[config.mk]
export PLATFORM = sky130hd
export DESIGN_NAME = calc_accumulator_flat
export DESIGN_NICKNAME = d
export VERILOG_FILES = /design/src/rtl/calc_accumulator_if.sv /design/src/rtl/calc_accumulator.sv /design/src/flat_wrapper.sv
export SDC_FILE = /design/constraint.sdc
export NUM_CORES = 1
export LEC_CHECK = 0
export ABC_CLOCK_PERIOD_IN_PS = 5410
export CAP_MARGIN = 10
export CELL_PAD_IN_SITES_DETAIL_PLACEMENT = 1
export CELL_PAD_IN_SITES_GLOBAL_PLACEMENT = 1
export CORE_AREA = 2 2 100 102
export CTS_CLUSTER_DIAMETER = 30
export CTS_CLUSTER_SIZE = 25
export DETAILED_ROUTE_END_ITERATION = 6
export DIE_AREA = 0 0 102 104
export GPL_ROUTABILITY_DRIVEN = 0
export PLACE_DENSITY_LB_ADDON = 0.25
export SLEW_MARGIN = 15
export SYNTH_ARGS = -nofsm -noshare
export SYNTH_HDL_FRONTEND = slang
export SYNTH_SLANG_ARGS = --single-unit
[constraint.sdc]
create_clock -name clk -period 5.41 [get_ports clk]
set_input_delay 1.082 -clock clk [delete_from_list [all_inputs] [get_ports clk]]
set_output_delay 1.082 -clock clk [all_outputs]
set_load 0.05 [all_outputs]
[src/rtl/calc_accumulator_if.sv]
// Board-side bus of the accumulator calculator: strobe, operation buttons,
// switch operand and LED readback. The board/bench drives the master side.
interface calc_accumulator_if;
  logic        btnd;  // accumulator update strobe
  logic        btnl;  // operation select bit 2
  logic        btnc;  // operation select bit 1
  logic        btnr;  // operation select bit 0
  logic [15:0] sw;    // second operand B
  logic [15:0] led;   // current accumulator value

  modport master (
    output btnd, btnl, btnc, btnr, sw,
    input  led
  );

  modport slave (
    input  btnd, btnl, btnc, btnr, sw,
    output led
  );
endinterface

[src/rtl/calc_accumulator.sv]
// Sixteen-bit accumulator calculator: button decoder, combinational ALU and
// accumulator register driving the LEDs.
// Optional feature: define CALC_BTND_SYNC_EN to pass btnd through a 2-flop
// synchronizer and rising-edge detector so each press updates exactly once.
module calc_accumulator (
  input  logic              clk,
  input  logic              btnu,   // asynchronous active-high reset
  calc_accumulator_if.slave bus
);

  typedef enum logic [2:0] {
    OP_AND = 3'b000,
    OP_OR  = 3'b001,
    OP_ADD = 3'b010,
    OP_SUB = 3'b011,
    OP_XOR = 3'b100,
    OP_SLT = 3'b101,
    OP_SLL = 3'b110,
    OP_SRA = 3'b111
  } op_e;

  op_e                op;
  logic signed [31:0] a_ext;
  logic signed [31:0] b_ext;
  logic        [4:0]  shamt;
  logic        [15:0] alu_res;
  logic        [15:0] acc_q;
  logic        [15:0] acc_d;
  logic               strobe;

  assign op    = op_e'({bus.btnl, bus.btnc, bus.btnr});
  assign a_ext = {{16{acc_q[15]}}, acc_q};
  assign b_ext = {{16{bus.sw[15]}}, bus.sw};
  assign shamt = bus.sw[4:0];

`ifdef CALC_BTND_SYNC_EN
  logic sync1_q;
  logic sync2_q;
  logic prev_q;

  // Synchronize btnd into clk and keep one delayed copy for edge detection.
  always_ff @(posedge clk or posedge btnu) begin
    if (btnu) begin
      sync1_q <= 1'b0;
      sync2_q <= 1'b0;
      prev_q  <= 1'b0;
    end else begin
      // NOTE: non-blocking assignments make every flop sample its pre-edge
      // input, so this chain really is three stages and not one wire.
      sync1_q <= bus.btnd;
      sync2_q <= sync1_q;
      prev_q  <= sync2_q;
    end
  end

  // One-cycle pulse on each synchronized 0->1 transition of btnd.
  assign strobe = sync2_q & ~prev_q;
`else
  // btnd is a plain level enable: every edge it is high applies the op.
  assign strobe = bus.btnd;
`endif

  // 32-bit signed ALU; only the low 16 bits are kept, which gives modulo-2^16
  // wrap for ADD/SUB and 0 / all-sign-bits for shifts of 16 or more.
  always_comb begin
    // NOTE: a default before the case keeps this purely combinational even if
    // an arm is ever left without an assignment (no inferred latch).
    alu_res = 16'h0000;
    unique case (op)
      OP_AND: alu_res = 16'(a_ext & b_ext);
      OP_OR:  alu_res = 16'(a_ext | b_ext);
      OP_ADD: alu_res = 16'(a_ext + b_ext);
      OP_SUB: alu_res = 16'(a_ext - b_ext);
      OP_XOR: alu_res = 16'(a_ext ^ b_ext);
      OP_SLT: alu_res = {15'b0, (a_ext < b_ext)};
      OP_SLL: alu_res = 16'(a_ext << shamt);
      OP_SRA: alu_res = 16'(a_ext >>> shamt);
      default: alu_res = 16'h0000;
    endcase
  end

  // Next accumulator value: ALU result on an accepted strobe, else hold.
  always_comb begin
    acc_d = acc_q;
    if (strobe) acc_d = alu_res;
  end

  // Accumulator register; reset clears it immediately and overrides btnd.
  always_ff @(posedge clk or posedge btnu) begin
    if (btnu) acc_q <= 16'h0000;
    else      acc_q <= acc_d;
  end

  assign bus.led = acc_q;

endmodule

[src/flat_wrapper.sv]
// flat-port wrapper written by rule: the top's interface ports become plain ports
module calc_accumulator_flat 
  (clk, btnu, bus_btnd, bus_btnl, bus_btnc, bus_btnr, bus_sw, bus_led);
  calc_accumulator_if bus_i ();
  input  logic clk;
  input  logic btnu;
  input wire logic [$bits(bus_i.btnd)-1:0] bus_btnd;
  input wire logic [$bits(bus_i.btnl)-1:0] bus_btnl;
  input wire logic [$bits(bus_i.btnc)-1:0] bus_btnc;
  input wire logic [$bits(bus_i.btnr)-1:0] bus_btnr;
  input wire logic [$bits(bus_i.sw)-1:0] bus_sw;
  output wire logic [$bits(bus_i.led)-1:0] bus_led;
  assign bus_i.btnd = bus_btnd;
  assign bus_i.btnl = bus_btnl;
  assign bus_i.btnc = bus_btnc;
  assign bus_i.btnr = bus_btnr;
  assign bus_i.sw = bus_sw;
  assign bus_led = bus_i.led;
  calc_accumulator u_core (.clk(clk), .btnu(btnu), .bus(bus_i));
endmodule
# After elaboration in Yosys (flattened, before gate mapping)

Cells that the tools add are included.

$add $sub $neg: 2
$mul: 0
Divide/modulo/power cells: 0
Order comparisons: 1
Eq/ne operators: 7
Shift operators: 2
Mux-type cells: 1
Bitwise gates (word level): 3
Reductions and logical operators: 1

Operator list:

| operator                                      | number |
|---|---|
| case mux 16 bit (8 select lines)              | 1 |
| << shifter 32 x 5 -> 16 bit                   | 1 |
| adder 16 bit                                  | 1 |
| bitwise AND 16 bit                            | 1 |
| less-than comparator 16 bit                   | 1 |
| bitwise OR 16 bit                             | 1 |
| >>> shifter 16 x 5 -> 16 bit                  | 1 |
| subtractor 16 bit                             | 1 |
| bitwise XOR 16 bit                            | 1 |
| == test 3 bit, second input constant          | 4 |
| == test 3 x 2 -> 1 bit, second input constant | 2 |
| == test 3 x 1 -> 1 bit, second input constant | 1 |
| logical NOT 3 bit                             | 1 |

Flip-flop bits (word level): 16
Latch bits: 0
Bits in writable memories: 0
Memory bits (read-only): 0
Input port bits: 22
Output and inout bits: 16
Logic and storage cells: 18
Memories: 0

# Longest topological paths before layout

Word-level depth: 2
Mapped depth: 12
Mapped depth without buffers: 11

# Least setup slack after synthesis

Ideal clock, no wire load.

Path kind: input port to flip-flop
Start point: input port bus_sw[1]
End point: register u_core.acc_q[9], in the netlist u_core.bus.led[9]
Setup time: 141 ps
Data arrival time: 3,274 ps
Path slack: 1,995 ps
Cell stages on the path: 12
Path buffers: 2
Cells stage by stage: inv_1 -> buf_2 -> buf_2 -> ha_1 -> a21oi_2 -> o2111ai_1 -> a31oi_1 -> nor2_1 -> o31ai_2 -> xnor2_1 -> a2111oi_0 -> a211oi_1

Word-level cells in the longest chain between the ends: 2

Ends and longest elaborated chain:

| element                                         | line                   | source |
|---|---|---|
| start: declaration                              | flat_wrapper.sv:11     | `input wire logic [$bits(bus_i.sw)-1:0] bus_sw;` |
| subtractor 16 bit, or another cell as far along | calc_accumulator.sv:73 | `OP_SUB: alu_res = 16'(a_ext - b_ext);` |
| case mux 16 bit (8 select lines) *              | calc_accumulator.sv:69 | `unique case (op)` |
| end signal: assignment                          | calc_accumulator.sv:90 | `if (btnu) acc_q <= 16'h0000;` |
| end signal: assignment                          | calc_accumulator.sv:91 | `else acc_q <= acc_d;` |
| end: declaration                                | calc_accumulator.sv:27 | `logic [15:0] acc_q;` |

Mark *: on every way between the ends. The rest lies on a longest branch, timed or not.
A chain may end at the register's enable or synchronous reset.

# Worst setup path in the final report

Start point: input port bus_sw[3]
End point: register u_core.acc_q[13], in the netlist u_core.bus.led[13]

Same word-level chain as after synthesis.

==> run metrics <==
critical path type=input pin to flip-flop; Mapped Cells=632; Die Span X=102 microns; Setup crit end kind=flip-flop; Clock transition at path regs=90 ps; Arrival @ worst endpoint=4210 ps; WL/cell=22.79 microns; worst hold endpoint=u_core.bus.led[2]$_DFFE_PP0P_; RSZ-0062 raised after global routing=no; ys flop type=dfrtp_1; H-tree levels=1; post-synth cell types=70; DIE AREA=0.01061 sq mm; status=completed; core area=0.009549 sq mm; vias per cell=6.614; max reg flops=16; number of synthesized flops with an enable pin=0; CTS tree=yes; gr ovfl total=0; Buffers on Ports=37; ant diodes=0; Final #Nets=719; clock buffer depth=2; final worst slack=1390 ps; total length of routed wires=17620 microns; R2R setup slack=2260 ps; setup TNS=0 ps; DRT Pass-1 Iters=5; Pleak=2.119 nW; via count=5113; Synth async-reset ratio=1.000; Worst EP required=5600 ps; vias in the first global route=4945; Hold/Removal Path Class=flip-flop to flip-flop; Crit Reg-Reg Endpoint=u_core.bus.led[12]$_DFFE_PP0P_; Crit Path Max Fanout=15; synthesized flop and latch total=16; hold_buf cts=0; worst slack, placed=1160 ps; Finished Layout Cells=773; largest net degree at the start of global routing=38; IO Count=38; Fin Clk Skew=5.623 ps; Fin. Hold Viols=0; Synth-to-Final Area Change=9.752%; worst hold stages=2; Starting Density=0.4703; drt drc=0; Mean Syn Cell Area=7.105 sq um; fmax=0.2487 GHz; die span in y=104 microns; cts repair resizes=0; CP startpoint kind=input pin; Total GRT Usage=0.3348; Num CTS Buffers=3; worst r2r src=u_core.bus.led[0]$_DFFE_PP0P_; initial antenna violation count=0; Slew Limit Fails=0; Placed Cells incl. Taps=770; Worst Tran Pin Value=1093 ps; Syn Nets=709; Clk Latency, worst-skew pair=290 ps; number of synthesis warnings=0; Max Cap Viol=0; worst reg2reg path depth=11; first-pass GRT wire length=27690 microns; Detailed Place HPWL=13340 microns; Setup Viol. Count Final=0; HP Start=u_core.bus.led[2]$_DFFE_PP0P_; PD cells=266.0 mW/mm^2; Post-DRT Antenna Nets=0; row cnt=36; Clock Tree Root=clkbuf_8; Post-CTS Setup Bufs=0; relative slew slack=0.2691; worst hold margin=722.3 ps; share of layout cells above drive strength 1=0.07813; Peak VDD IR=0.1155 mV; Crit. Startpoint=bus_sw[3]; fin crit share=0.7431; final critical-path required period=4020 ps; 1st-iter DRT viols=407; Clock Sinks=16; sequential area share after synthesis=0.08916; cell area after synthesis=0.004491 sq mm
per-stage QoR:
| step | utilization | total power [W] | cell area (sq um) |
|---|---|---|---|
| floorplan | - | 0.0008808 | 4491 |
| global placement | 0.5118 | 0.001141 | 4887 |
| detailed placement | 0.5118 | 0.001172 | 4887 |
| CTS | 0.5161 | 0.001290 | 4928 |
| global route | 0.5161 | 0.001394 | 4928 |
| finish | 0.5161 | 0.001311 | 4928 |
worst max-delay path, stage by stage:
cell,delay [ps]
clkdlybuf4s50_1,460
buf_4,210
clkinv_1,290
ha_1,570
nand3_1,160
o2111ai_1,360
nand3_1,190
nand2_1,130
o21ai_0,100
o221ai_1,200
mux2_2,360
o21ai_0,90
cell families (layout without fill, tap and decap cells):
family | Yosys count | in the layout | synth area share
adder cells (fa/ha/maj) | 55 | 55 | 0.1566
XOR/XNOR | 14 | 14 | 0.02730
flip-flops | 16 | 16 | 0.08916
buffers and inverters | 91 | 99 | 0.08860
AO/OA/AOI/OAI | 215 | 215 | 0.3118
multiplexers | 38 | 38 | 0.1226
AND/OR/NAND/NOR | 203 | 203 | 0.2040
synth_stat cells, drive strengths merged (10+ instances only):
library cell | n | area, sq um
a211oi | 16 | 130.1
a21oi | 62 | 314.1
a31oi | 12 | 75.07
buf | 19 | 127.6
clkbuf | 24 | 90.09
dfrtp | 16 | 400.4
ha | 53 | 663.1
inv | 46 | 172.7
mux2i | 22 | 220.2
mux4 | 13 | 296.5
nand2 | 51 | 191.4
nand3 | 12 | 60.06
nor2 | 84 | 327.8
nor3 | 19 | 95.09
o21ai | 55 | 275.3
o221ai | 11 | 102.6
xnor2 | 10 | 87.58
layout by cell type, fill, tap and decap left out, drive strengths merged, types with 13 or more instances in the layout:
cell type / netlist / routed
clkdlybuf4s50: 0 / 36
mux4: 13 / 13
a211oi: 16 / 16
o21ai: 55 / 55
inv: 46 / 46
nor3: 19 / 19
a21oi: 62 / 62
dfrtp: 16 / 16
ha: 53 / 53
nor2: 84 / 84
nand2: 51 / 51
mux2i: 22 / 22
cell type report:
class | count | area [sq um]
inverters | 48 | 180.2
repair buffers | 48 | 447.9
multi-input cells | 525 | 3692
fillers | 1276 | 4621
well taps | 133 | 166.4
clock buffers | 3 | 41.29
flip-flops and latches | 16 | 400.4
power by group:
| group | internal (W) | leakage (nW) | switching (W) | total, W |
|---|---|---|---|---|
| logic | 0.000366 | 1.91 | 0.000594 | 0.000960 |
| registers | 0.000142 | 0.188 | 0.0000933 | 0.000236 |
| clock network | 0.0000503 | 0.0216 | 0.0000649 | 0.000115 |
| total | 0.000559 | 2.12 | 0.000752 | 0.00131 |
worst max path at each step:
stage                                endpoint  cells past startpoint  slack [ps]
6_report       u_core.bus.led[13]$_DFFE_PP0P_                     12        1390
5_1_grt         u_core.bus.led[9]$_DFFE_PP0P_                     12        1150
4_1_cts        u_core.bus.led[13]$_DFFE_PP0P_                     12        1450
3_5_place_dp    u_core.bus.led[9]$_DFFE_PP0P_                     12        1160
3_3_place_gp   u_core.bus.led[13]$_DFFE_PP0P_                     12        1310
2_1_floorplan   u_core.bus.led[9]$_DFFE_PP0P_                     12        1990
layer usage:
metal,share of wire,up-vias,global-route usage
met4,0.029,0,0.1095
met5,0,-,0
met1,0.44,2544,0.4983
li1,-,2315,-
met2,0.45,217,0.5038
met3,0.077,37,0.03091
Power figures use the tool's default switching activity.
